## config.mk

```make
export PLATFORM = sky130hd
export DESIGN_NAME = sipo_frame_latch
export DESIGN_NICKNAME = d
export VERILOG_FILES = /design/src/rtl/sipo_pkg.sv /design/src/rtl/sipo_bit_counter.sv /design/src/rtl/sipo_frame_latch.sv
export SDC_FILE = /design/constraint.sdc
export NUM_CORES = 1
export LEC_CHECK = 0
export CAP_MARGIN = 10
export CELL_PAD_IN_SITES_DETAIL_PLACEMENT = 0
export CELL_PAD_IN_SITES_GLOBAL_PLACEMENT = 1
export CORE_UTILIZATION = 30
export CTS_CLUSTER_DIAMETER = 100
export DETAILED_ROUTE_END_ITERATION = 10
export PLACE_DENSITY_LB_ADDON = 0.1
export SLEW_MARGIN = 40
export SYNTH_ARGS = -nofsm -noshare
export SYNTH_HDL_FRONTEND = slang
export SYNTH_HIERARCHICAL = 1
export SYNTH_SLANG_ARGS = --single-unit
export TNS_END_PERCENT = 5
```

## constraint.sdc

```tcl
create_clock -name Clock -period 1.7 [get_ports Clock]
set_clock_uncertainty 0.05 [all_clocks]
set_input_delay 0.17 -clock Clock [delete_from_list [all_inputs] [get_ports Clock]]
set_output_delay 0.17 -clock Clock [all_outputs]
set_load 0.005 [all_outputs]
```

## src/rtl/sipo_pkg.sv

```systemverilog
// Shared constants and status payload for the serial-in/parallel-out frame latch.
package sipo_pkg;

    localparam int unsigned SIPO_WIDTH_DEFAULT = 8;

    localparam bit SIPO_MSB_FIRST = 1'b1;
    localparam bit SIPO_LSB_FIRST = 1'b0;

    typedef struct packed {
        logic frame_full;
        logic overrun;
    } frame_status_t;

endpackage

```

## src/rtl/sipo_bit_counter.sv

```systemverilog
// Saturating count of bits held in the shift register since the last latch.
module sipo_bit_counter
    import sipo_pkg::*;
#(
    parameter int unsigned WIDTH = SIPO_WIDTH_DEFAULT,
    localparam int unsigned CNT_W = $clog2(WIDTH + 1)
) (
    input  logic             Clock,
    input  logic             rst,
    input  logic             inc,
    input  logic             clr,
    output logic [CNT_W-1:0] count,
    output logic             full_c,
    output logic             at_last_c
);

    logic [CNT_W-1:0] count_q;

    // clr wins over inc: a bit shifted on a latch edge is consumed into the frame
    always_ff @(posedge Clock or negedge rst) begin
        if (!rst) begin
            count_q <= '0;
        end else if (clr) begin
            count_q <= '0;
        end else if (inc && !full_c) begin
            count_q <= count_q + CNT_W'(1);
        end
    end

    assign count     = count_q;
    assign full_c    = (count_q == CNT_W'(WIDTH));
    assign at_last_c = (count_q >= CNT_W'(WIDTH - 1));

endmodule

```

## src/rtl/sipo_frame_latch.sv

```systemverilog
// Serial-in/parallel-out shift register with frame counting, latch strobe or
// automatic latch on a full frame, and a sticky overrun flag.
module sipo_frame_latch
    import sipo_pkg::*;
#(
    parameter int unsigned WIDTH     = SIPO_WIDTH_DEFAULT,
    parameter bit          MSB_FIRST = SIPO_MSB_FIRST,
    localparam int unsigned CNT_W    = $clog2(WIDTH + 1)
) (
    input  logic             Clock,
    input  logic             rst,
    input  logic             SI,
    input  logic             shift_en,
    input  logic             latch,
    input  logic             auto_mode,
    output logic [WIDTH-1:0] PO,
    output logic             po_valid,
    output logic [CNT_W-1:0] bit_cnt,
    output logic             frame_full,
    output logic             overrun
);

    logic [WIDTH-1:0] sr_q;
    logic [WIDTH-1:0] sr_next;
    logic [WIDTH-1:0] po_q;
    logic             po_valid_q;
    logic             overrun_q;
    logic             overrun_next;
    logic             do_latch_c;
    logic             full_c;
    logic             at_last_c;
    frame_status_t    status;

    sipo_bit_counter #(
        .WIDTH(WIDTH)
    ) u_bit_counter (
        .Clock    (Clock),
        .rst      (rst),
        .inc      (shift_en),
        .clr      (do_latch_c),
        .count    (bit_cnt),
        .full_c   (full_c),
        .at_last_c(at_last_c)
    );

    // Shift next-state; direction fixed at build time
    always_comb begin
        sr_next = sr_q;
        if (shift_en) begin
            if (MSB_FIRST) begin
                sr_next = {sr_q[WIDTH-2:0], SI};
            end else begin
                sr_next = {SI, sr_q[WIDTH-1:1]};
            end
        end
    end

    // Latch decision and overrun; a latch edge clears overrun even if a bit is lost on it
    always_comb begin
        do_latch_c   = latch | (auto_mode & shift_en & at_last_c);
        overrun_next = overrun_q | (shift_en & full_c);
        if (do_latch_c) begin
            overrun_next = 1'b0;
        end
    end

    always_ff @(posedge Clock or negedge rst) begin
        if (!rst) begin
            sr_q       <= '0;
            po_q       <= '0;
            po_valid_q <= 1'b0;
            overrun_q  <= 1'b0;
        end else begin
            sr_q       <= sr_next;
            po_valid_q <= do_latch_c;
            overrun_q  <= overrun_next;
            if (do_latch_c) begin
                po_q <= sr_next;
            end
        end
    end

    assign status.frame_full = full_c;
    assign status.overrun    = overrun_q;

    assign PO         = po_q;
    assign po_valid   = po_valid_q;
    assign frame_full = status.frame_full;
    assign overrun    = status.overrun;

endmodule

```

# After elaboration in Yosys (flattened, before gate mapping)
# Cells that the tools add are included.
classes:
  add_sub_neg: 1
  n_lt_le_gt_ge: 1
  eq_ne: 1
  muxes: 4
  bitwise_logic: 5
  n_reduce_logical: 3
op_table:
  columns: ["op", "n"]
  rows:
  - ["$mux 4", 2]
  - ["$mux 8", 1]
  - ["$add 4x1->4 const B", 1]
  - ["$eq 4x4->1 const B", 1]
  - ["$ge 4x3->1 const B", 1]
  - ["$and 1x1->1", 3]
  - ["$or 1x1->1", 2]
  - ["$reduce_bool 2->1", 1]
  - ["$logic_and 1x1->1", 1]
  - ["$logic_not 1->1", 1]
  - ["$mux 1", 1]
word_totals:
  ff_bits: 22
  in_bits: 6

# Longest topological paths before layout
depth:
  word_depth: 5
  ltp_mapped: 6

# Cells and area by module
# Netlist, hierarchy kept.
by_module_without_submodules:
  columns: ["module", "instances", "cells_each", "area_per_inst_um2"]
  rows:
  - ["sipo_frame_latch", 1, 39, 700.7]
  - ["sipo_bit_counter", 1, 25, 242.7]

# Worst setup path before layout
# OpenSTA, ideal clock, no wires.
synth_path:
  path_type: "register -> register"
  from: "register u_bit_counter.count_q[0] (netlist: u_bit_counter/count[0])"
  to: "register po_q[0] (netlist: PO[0])"
  setup_ns: 0.125
  arrival_time_ns: 1.419
  path_slack_ns: 0.106
  stages_incl_launch_ff: 6
  period_less_slack_ns: 1.594
  path_cell_list: "dfrtp_1 -> ha_1 -> a21o_1 -> a31o_1 -> buf_6 -> mux2_4"
synth_via:
  elab_chain_len: 3
synth_lines:
  columns: ["item", "line_no", "source"]
  rows:
  - ["start: declaration", "sipo_bit_counter.sv:17", "logic [CNT_W-1:0] count_q;"]
  - ["start signal: assignment", "sipo_bit_counter.sv:26", "count_q <= count_q + CNT_W'(1);"]
  - ["$ge 4x3->1", "sipo_bit_counter.sv:32", "assign at_last_c = (count_q >= CNT_W'(WIDTH - 1));"]
  - ["net at_last_c", "sipo_frame_latch.sv:31", "logic at_last_c;"]
  - ["$and 1x1->1", "sipo_frame_latch.sv:60", "do_latch_c = latch | (auto_mode & shift_en & at_last_c);"]
  - ["$or 1x1->1", "sipo_frame_latch.sv:60", null]
  - ["net do_latch_c", "sipo_frame_latch.sv:29", "logic do_latch_c;"]
  - ["end signal: assignment", "sipo_frame_latch.sv:78", "po_q <= sr_next;"]
  - ["end: declaration", "sipo_frame_latch.sv:25", "logic [WIDTH-1:0] po_q;"]
# The timed path passes the listed nets, and every way through them passes these cells.
# A chain may end at the register's enable or synchronous reset.

# Worst setup path after layout
layout_path:
  from: "register u_bit_counter.count_q[1] (netlist: u_bit_counter/count[1])"
  to: "register po_q[3] (netlist: PO[3])"
layout_via:
  elab_chain_len: 3
layout_lines:
  columns: ["item", "line_no"]
  rows:
  - ["$ge 4x3->1", "sipo_bit_counter.sv:32"]
  - ["net at_last_c", "sipo_frame_latch.sv:31"]
  - ["$and 1x1->1", "sipo_frame_latch.sv:60"]
  - ["$or 1x1->1", "sipo_frame_latch.sv:60"]
# The timed path passes the listed nets, and every way through them passes these cells.

==> impl_metrics.env <==
export IMPL_run_status="finished, final reports clean"
export IMPL_ant_nets=0
export IMPL_wirelength_um=1680
export IMPL_clockRootBuffer="clkbuf_4"
export IMPL_final_hold_viol_count=0
export IMPL_fp_dieW_um=58.08
export IMPL_drc=0
export IMPL_cp_start_kind="flop"
export IMPL_clk_pin_slew_ns=0.13
export IMPL_antenna_cells=0
export IMPL_critPathMaxStageDelay_ns=0.41
export IMPL_io_pins=21
export IMPL_clockBufferDepth=2
export IMPL_fin_crit_ns=1.688
export IMPL_initial_core_util_pct=32.80
export IMPL_synth_cell_types=18
export IMPL_dr_pass1_iters=3
export IMPL_critPathKind="flop to flop"
export IMPL_cts_sinks=22
export IMPL_coreArea_sq_mm=0.002877
export IMPL_cap_viol_max_count=0
export IMPL_numCtsBuffers=3
export IMPL_power_density_mw_per_mm2=1100
export IMPL_setup_viol=0
export IMPL_crit_chain="buf_6, ha_4, a21o_1, a31o_1, buf_6, mux2_4"
export IMPL_period_share_pct=99.27
export IMPL_synthTopCellsByArea="dfrtp_1, mux2_4, mux2_2"
export IMPL_placedCellCount=131
export IMPL_vias_per_cell=4.293
export IMPL_nNetsFinal=107
export IMPL_fin_ws_ns=0.01243
export IMPL_cts_hold_buf=0
export IMPL_grt_start_max_net_pins=23
export IMPL_yosys_warnings=6
export IMPL_rsz0062_at_grt="true"
export IMPL_synth_area_sq_um=943.4
export IMPL_endpoint_kind="flop"
export IMPL_yosysTopAreaCellShare_pct=58.36
export IMPL_synth_nets=72
export IMPL_track_usage_pct=11.27
export IMPL_cts_htree_levels=1
export IMPL_slowest_stage="dfrtp_1"
export IMPL_grt_pass1_vias=637
export IMPL_max_freq_mhz=592.6
export IMPL_arrival_ns=1.85
export IMPL_clk_latency_ns=0.31
export IMPL_io_buffers=20
export IMPL_ys_ff_latch=22
export IMPL_slew_headroom_pct=81.47
export IMPL_fill_cells=261
export IMPL_area_delta_synth_final_pct=43.50
export IMPL_fin_cells=140
export IMPL_ys_seq_area_share_pct=58.36
export IMPL_die_height_um=58.08
export IMPL_synthCells=64
export IMPL_holdCritPathClass="primary input to asynchronous set/reset pin"
export IMPL_dp_hpwl_um=1113
export IMPL_antenna_found_initial=0
export IMPL_tightest_slew_ns=0.2779
export IMPL_rows=19
export IMPL_syn_avg_cell_area_sq_um=14.74
export IMPL_cts_tree="built"
export IMPL_slew_viol_final=0
export IMPL_required_ns=1.86
export IMPL_drive_gt1_share_pct=39.80
export IMPL_drtIter0Drc=8
export IMPL_overflow=0
export IMPL_grt_pass1_wl_um=2808
export IMPL_crit_path_frequent_cell="buf_6"
export IMPL_routabilityCongestion=0.6470
export IMPL_cp_max_fo=7
export IMPL_synth_top_area_cell="dfrtp_1"
export IMPL_vias=601
export IMPL_leakage_nw=0.6144
export IMPL_die_area_sq_mm=0.003373
export IMPL_ir_drop_v=0.0006270
export IMPL_post_place_ws_ns=0.02355
export IMPL_wl_per_cell_um=12.00
==> synthesized netlist by cell type <==
library cell,count
dfrtp_1,22
mux2_4,9
mux2_2,8
nor2_1,5
a21oi_1,2
buf_6,2
ha_1,2
inv_1,2
nand2_1,2
nand2b_1,2
a21o_1,1
a31o_1,1
mux2i_1,1
nand2_2,1
nand4_1,1
o21a_1,1
or3b_1,1
xor2_1,1
==> metrics by stage <==
stage	area [sq um]	hold slack, ns	util (%)	power, W	TNS [ns]
floorplan	943.4	-0.1756	-	0.0008844	0
global placement	1226	0.4496	42.63	0.001079	0
detailed placement	1226	0.4424	42.63	0.001077	0
CTS	1295	0.1563	45.02	0.001489	-0.4466
global route	1354	0.1539	47.06	0.001569	-0.2428
finish	1354	0.1485	47.06	0.001490	0
==> placed cells by master (no fill, tap or decap) <==
| cell type | n |
|---|---|
| buf_2 | 1 |
| buf_4 | 7 |
| inv_1 | 2 |
| buf_6 | 4 |
| clkbuf_2 | 1 |
| mux2_4 | 9 |
| nor2_1 | 4 |
| clkbuf_4 | 3 |
| a21o_1 | 1 |
| nand4_1 | 1 |
| xor2_1 | 1 |
| o21a_1 | 1 |
| or3b_1 | 1 |
| nand2_1 | 2 |
| a31o_1 | 1 |
| ha_4 | 1 |
| mux2_2 | 8 |
| dfrtp_1 | 22 |
| clkdlybuf4s50_1 | 19 |
| nand2_2 | 1 |
| ha_2 | 1 |
| a21oi_1 | 2 |
| mux2i_1 | 1 |
| bufinv_16 | 1 |
| nor2_4 | 1 |
| nand2b_1 | 1 |
| nand2b_4 | 1 |
==> cells by family (layout without fill, tap and decap cells) <==
family | after synthesis | after routing | synth area share, %
flip-flops | 22 | 22 | 58.36
multiplexers | 18 | 18 | 24.93
AND/OR/NAND/NOR | 12 | 12 | 6.367
AO/OA/AOI/OAI | 5 | 5 | 3.582
buffers and inverters | 4 | 38 | 3.183
adder cells (fa/ha/maj) | 2 | 2 | 2.652
XOR/XNOR | 1 | 1 | 0.9286
==> state kept, by name (all words and copies together) (netlist names) <==
| signal | cells |
|---|---|
| PO | 8 |
| sr_q | 8 |
| u_bit_counter/count | 4 |
| overrun | 1 |
| po_valid | 1 |
==> per-layer routing <==
layer / vias to the layer above / track usage [%] / share of wire (%)
li1: 287 / - / -
met1: 299 / 15.01 / 49
met2: 13 / 16.58 / 45
met3: 2 / 2.455 / 3.9
met4: 0 / 7.143 / 1.1
met5: - / 0 / 0
==> power by group <==
group,total (W),switching (W),internal (W)
registers,0.000695,0.0000570,0.000638
clock network,0.000397,0.000159,0.000238
logic,0.000397,0.000119,0.000278
==> worst max-delay path: cells and delay by family, from the launching register on <==
kind / cells / cell delay, ns
compound gates: 2 / 0.40
fa+ha+maj: 1 / 0.15
flops: 1 / 0.41
buf+inv: 2 / 0.30
mux: 1 / 0.29
==> final cells by class <==
cell class	count	area, sq um	share of cell area (%)
clock inverters	1	30.03	2.218
repair buffers	32	297.8	22.00
flip-flops and latches	22	550.5	40.67
well taps	42	52.55	3.882
inverters	2	7.507	0.5545
clock buffers	3	22.52	1.664
multi-input cells	38	392.9	29.02
==> final timing paths <==
path                            slack, ns  cells after the start                endpoint              startpoint
max in group asynchronous            1.22                      2  u_bit_counter/count[1]                     rst
worst max-delay path                 0.01                      6                   PO[3]  u_bit_counter/count[1]
worst max register to register       0.01                      6                   PO[3]  u_bit_counter/count[1]
min in group Clock                   0.45                      2                 sr_q[0]                      SI
worst min-delay path                 0.15                      2                 sr_q[7]                     rst
worst min register to register       0.47                      1                 sr_q[7]                 sr_q[7]
==> repair_timing <==
action	4_1_cts	5_1_grt
endpoints found under the setup margin	1	10
pin swaps	0	1
buffers inserted	2	2
resized for setup	2	11
hold endpoints to repair	0	0
cloned	0	1
(Power assumes the default switching activity.)
==> RTL edit (same settings) <==
The package constant `SIPO_WIDTH_DEFAULT` goes from 8 to 4.
--- a/src/rtl/sipo_pkg.sv
+++ b/src/rtl/sipo_pkg.sv
@@ -2,5 +2,5 @@
 package sipo_pkg;
 
-    localparam int unsigned SIPO_WIDTH_DEFAULT = 8;
+    localparam int unsigned SIPO_WIDTH_DEFAULT = 4;
 
     localparam bit SIPO_MSB_FIRST = 1'b1;
Ports: changed (resized PO and bit_cnt); port bits go from 21 to 16. No check against the original RTL was run, so the function may have changed too.
==> RTL edit against the unedited design <==
- die area is 37% lower
- power is 48% lower
- synthesized cell count is 33% lower
- cell area is 37% lower
- sequential share of layout area is 2.3 points lower
- synthesized area is 38% lower
- core utilization is 0.95 points higher
- routed wire length is 40% lower
- sequential cell count is 9 lower
- highest routed layer unchanged
- via count is 36% lower
- clock power is 53% lower
- setup slack better by 29 ps
==> RTL edit: results <==
[grt]
track_usage_pct = 11.71
grt_max_degree = 14
grt_first_pass_wirelength_microns = 1635
grt_pass1_vias = 395
antenna_found_initial = 0

[clock_tree]
cts_buffers = 3
clock_tree.buffer_depth = 2
h-tree-depth = 1
postCtsSetupBuffers = 0
clk_pin_slew_ps = 70
cts_root_buf = "clkbuf_4"
clk_latency_ps = 270

[yosys]
ys_warn_count = 6
ys_seq_area_share_pct = 55.91
synth_edf_count = 0
async_flop_share_pct = 100.0
yosys_most_used_dff = "dfrtp_1"
synthTopCellsByCount = "dfrtp_1, inv_1, mux2_2, mux2_4, nor2_1"
synth.distinct_cells = 15
syn_nets = 52
synthTopCellsByArea = "dfrtp_1, mux2_4, mux2_2, ha_1, inv_1"

[worst_setup_path]
worstRegToRegCells = 6
worst-endpoint-arrival_ps = 1770
crit_fanout = 6

[drt]
dr.pass1.iters = 2
dr_wl_met2_microns = 507
wl_met1_microns = 426
avgRoutedWirePerCell_microns = 11.05
top_layer = "met4"
first_iter_violations = 2
wl_met3_microns = 47
via_per_inst = 4.242

[placement]
port_buffers = 15
dpl.hpwl_microns = 759.4
gp_congestion = 0.6694

[outcome]
status = "complete, no violations"

[hold_path]
hold_path_class = "in -> async"

[cells_and_area]
fin_nets = 76
antenna_cells = 0
final_layout_size_suffix_gt1_share_pct = 37.88

[sta]
maxSlewHeadroom_pct = 62.16

[pwr]
ir_drop_uv = 569.1
power.share.switching_pct = 24.64
power_leakage_uw = 0.0003748
p_seq_share_pct = 48.4
## RTL edit: cell count changes after synthesis, moves of 2 or more
cell,unedited run,this run
inv_1,2,4
nand2b_1,2,0
o21ai_0,0,2
mux2_2,8,4
mux2_4,9,4
nand2_1,2,0
dfrtp_1,22,13
## RTL edit: per-layer routing
| metal | global-route usage [%] | vias to the layer above |
|---|---|---|
| met2 | 19.15 | 12 |
| met1 | 13.97 | 180 |
| met4 | 7.059 | 0 |
| met3 | 2.381 | 3 |
| li1 | - | 191 |
| met5 | 0 | - |
## RTL edit: cell type report
type	instances	area (sq um)
Timing Repair Buffer	20	186.4
Clock buffer	4	26.28
Inverter	4	15.01
Sequential cell	13	325.3
Tap cell	25	31.28
Multi-Input combinational cell	25	262.8
Fill cell	175	917.1
## RTL edit: timing repair
action | in CTS | in global routing
setup endpoints to repair | 6 | 4
endpoints found under the hold margin | 0 | 0
pin swaps | 2 | 0
gates resized for setup | 8 | 3
## RTL edit: cell families after synthesis
logic type                 synth area share, %
and+or+nand+nor                          4.947
AOI/OAI and AO/OA                        6.882
DFF                                      55.91
muxes                                    19.78
adders and majority gates                6.452
buffers and inverters                    4.515
xor gates and xnor gates                 1.506
## RTL edit: metrics by stage
stage	std cells	TNS [ps]	instance area [sq um]	total power (uW)	setup slack, ps
6_report	91	0	847.1	781.0	41.10
5_1_grt	91	-11.00	847.1	827.1	-9.101
4_1_cts	91	-4.541	832.0	790.4	-4.541
3_5_place_dp	87	-164.4	792.0	587.9	-43.50
3_3_place_gp	87	-131.4	792.0	588.1	-34.89
2_1_floorplan	43	0	584.3	478.6	9.272
## RTL edit: critical path, cell delays in order (launching register included)
cell,delay (ps)
dfrtp_1,380
ha_2,210
ha_4,150
nor2_2,60
o21ai_1,60
a31o_2,300
mux2_4,320
## RTL edit: path summary, 6_finish.rpt
kind	slack, ps	start	to
worst max-delay path	40	u_bit_counter/count[1]$_DFFE_PN0P_	PO[0]$_DFFE_PN0P_
worst min-delay path	210	rst	PO[2]$_DFFE_PN0P_
worst min register to register	460	sr_q[3]$_DFF_PN0_	sr_q[3]$_DFF_PN0_
max in group asynchronous	1030	rst	overrun$_DFF_PN0_
worst max register to register	40	u_bit_counter/count[1]$_DFFE_PN0P_	PO[0]$_DFFE_PN0P_
min in group Clock	460	sr_q[3]$_DFF_PN0_	sr_q[3]$_DFF_PN0_
## RTL edit: power by group through the flow
stage | clock (uW) | combinational (uW) | sequential (uW)
2_1_floorplan | 0 | 90.6 | 388
3_3_place_gp | 0 | 205 | 383
3_5_place_dp | 0 | 204 | 384
4_1_cts | 193 | 218 | 380
5_1_grt | 207 | 237 | 382
6_report | 187 | 216 | 378
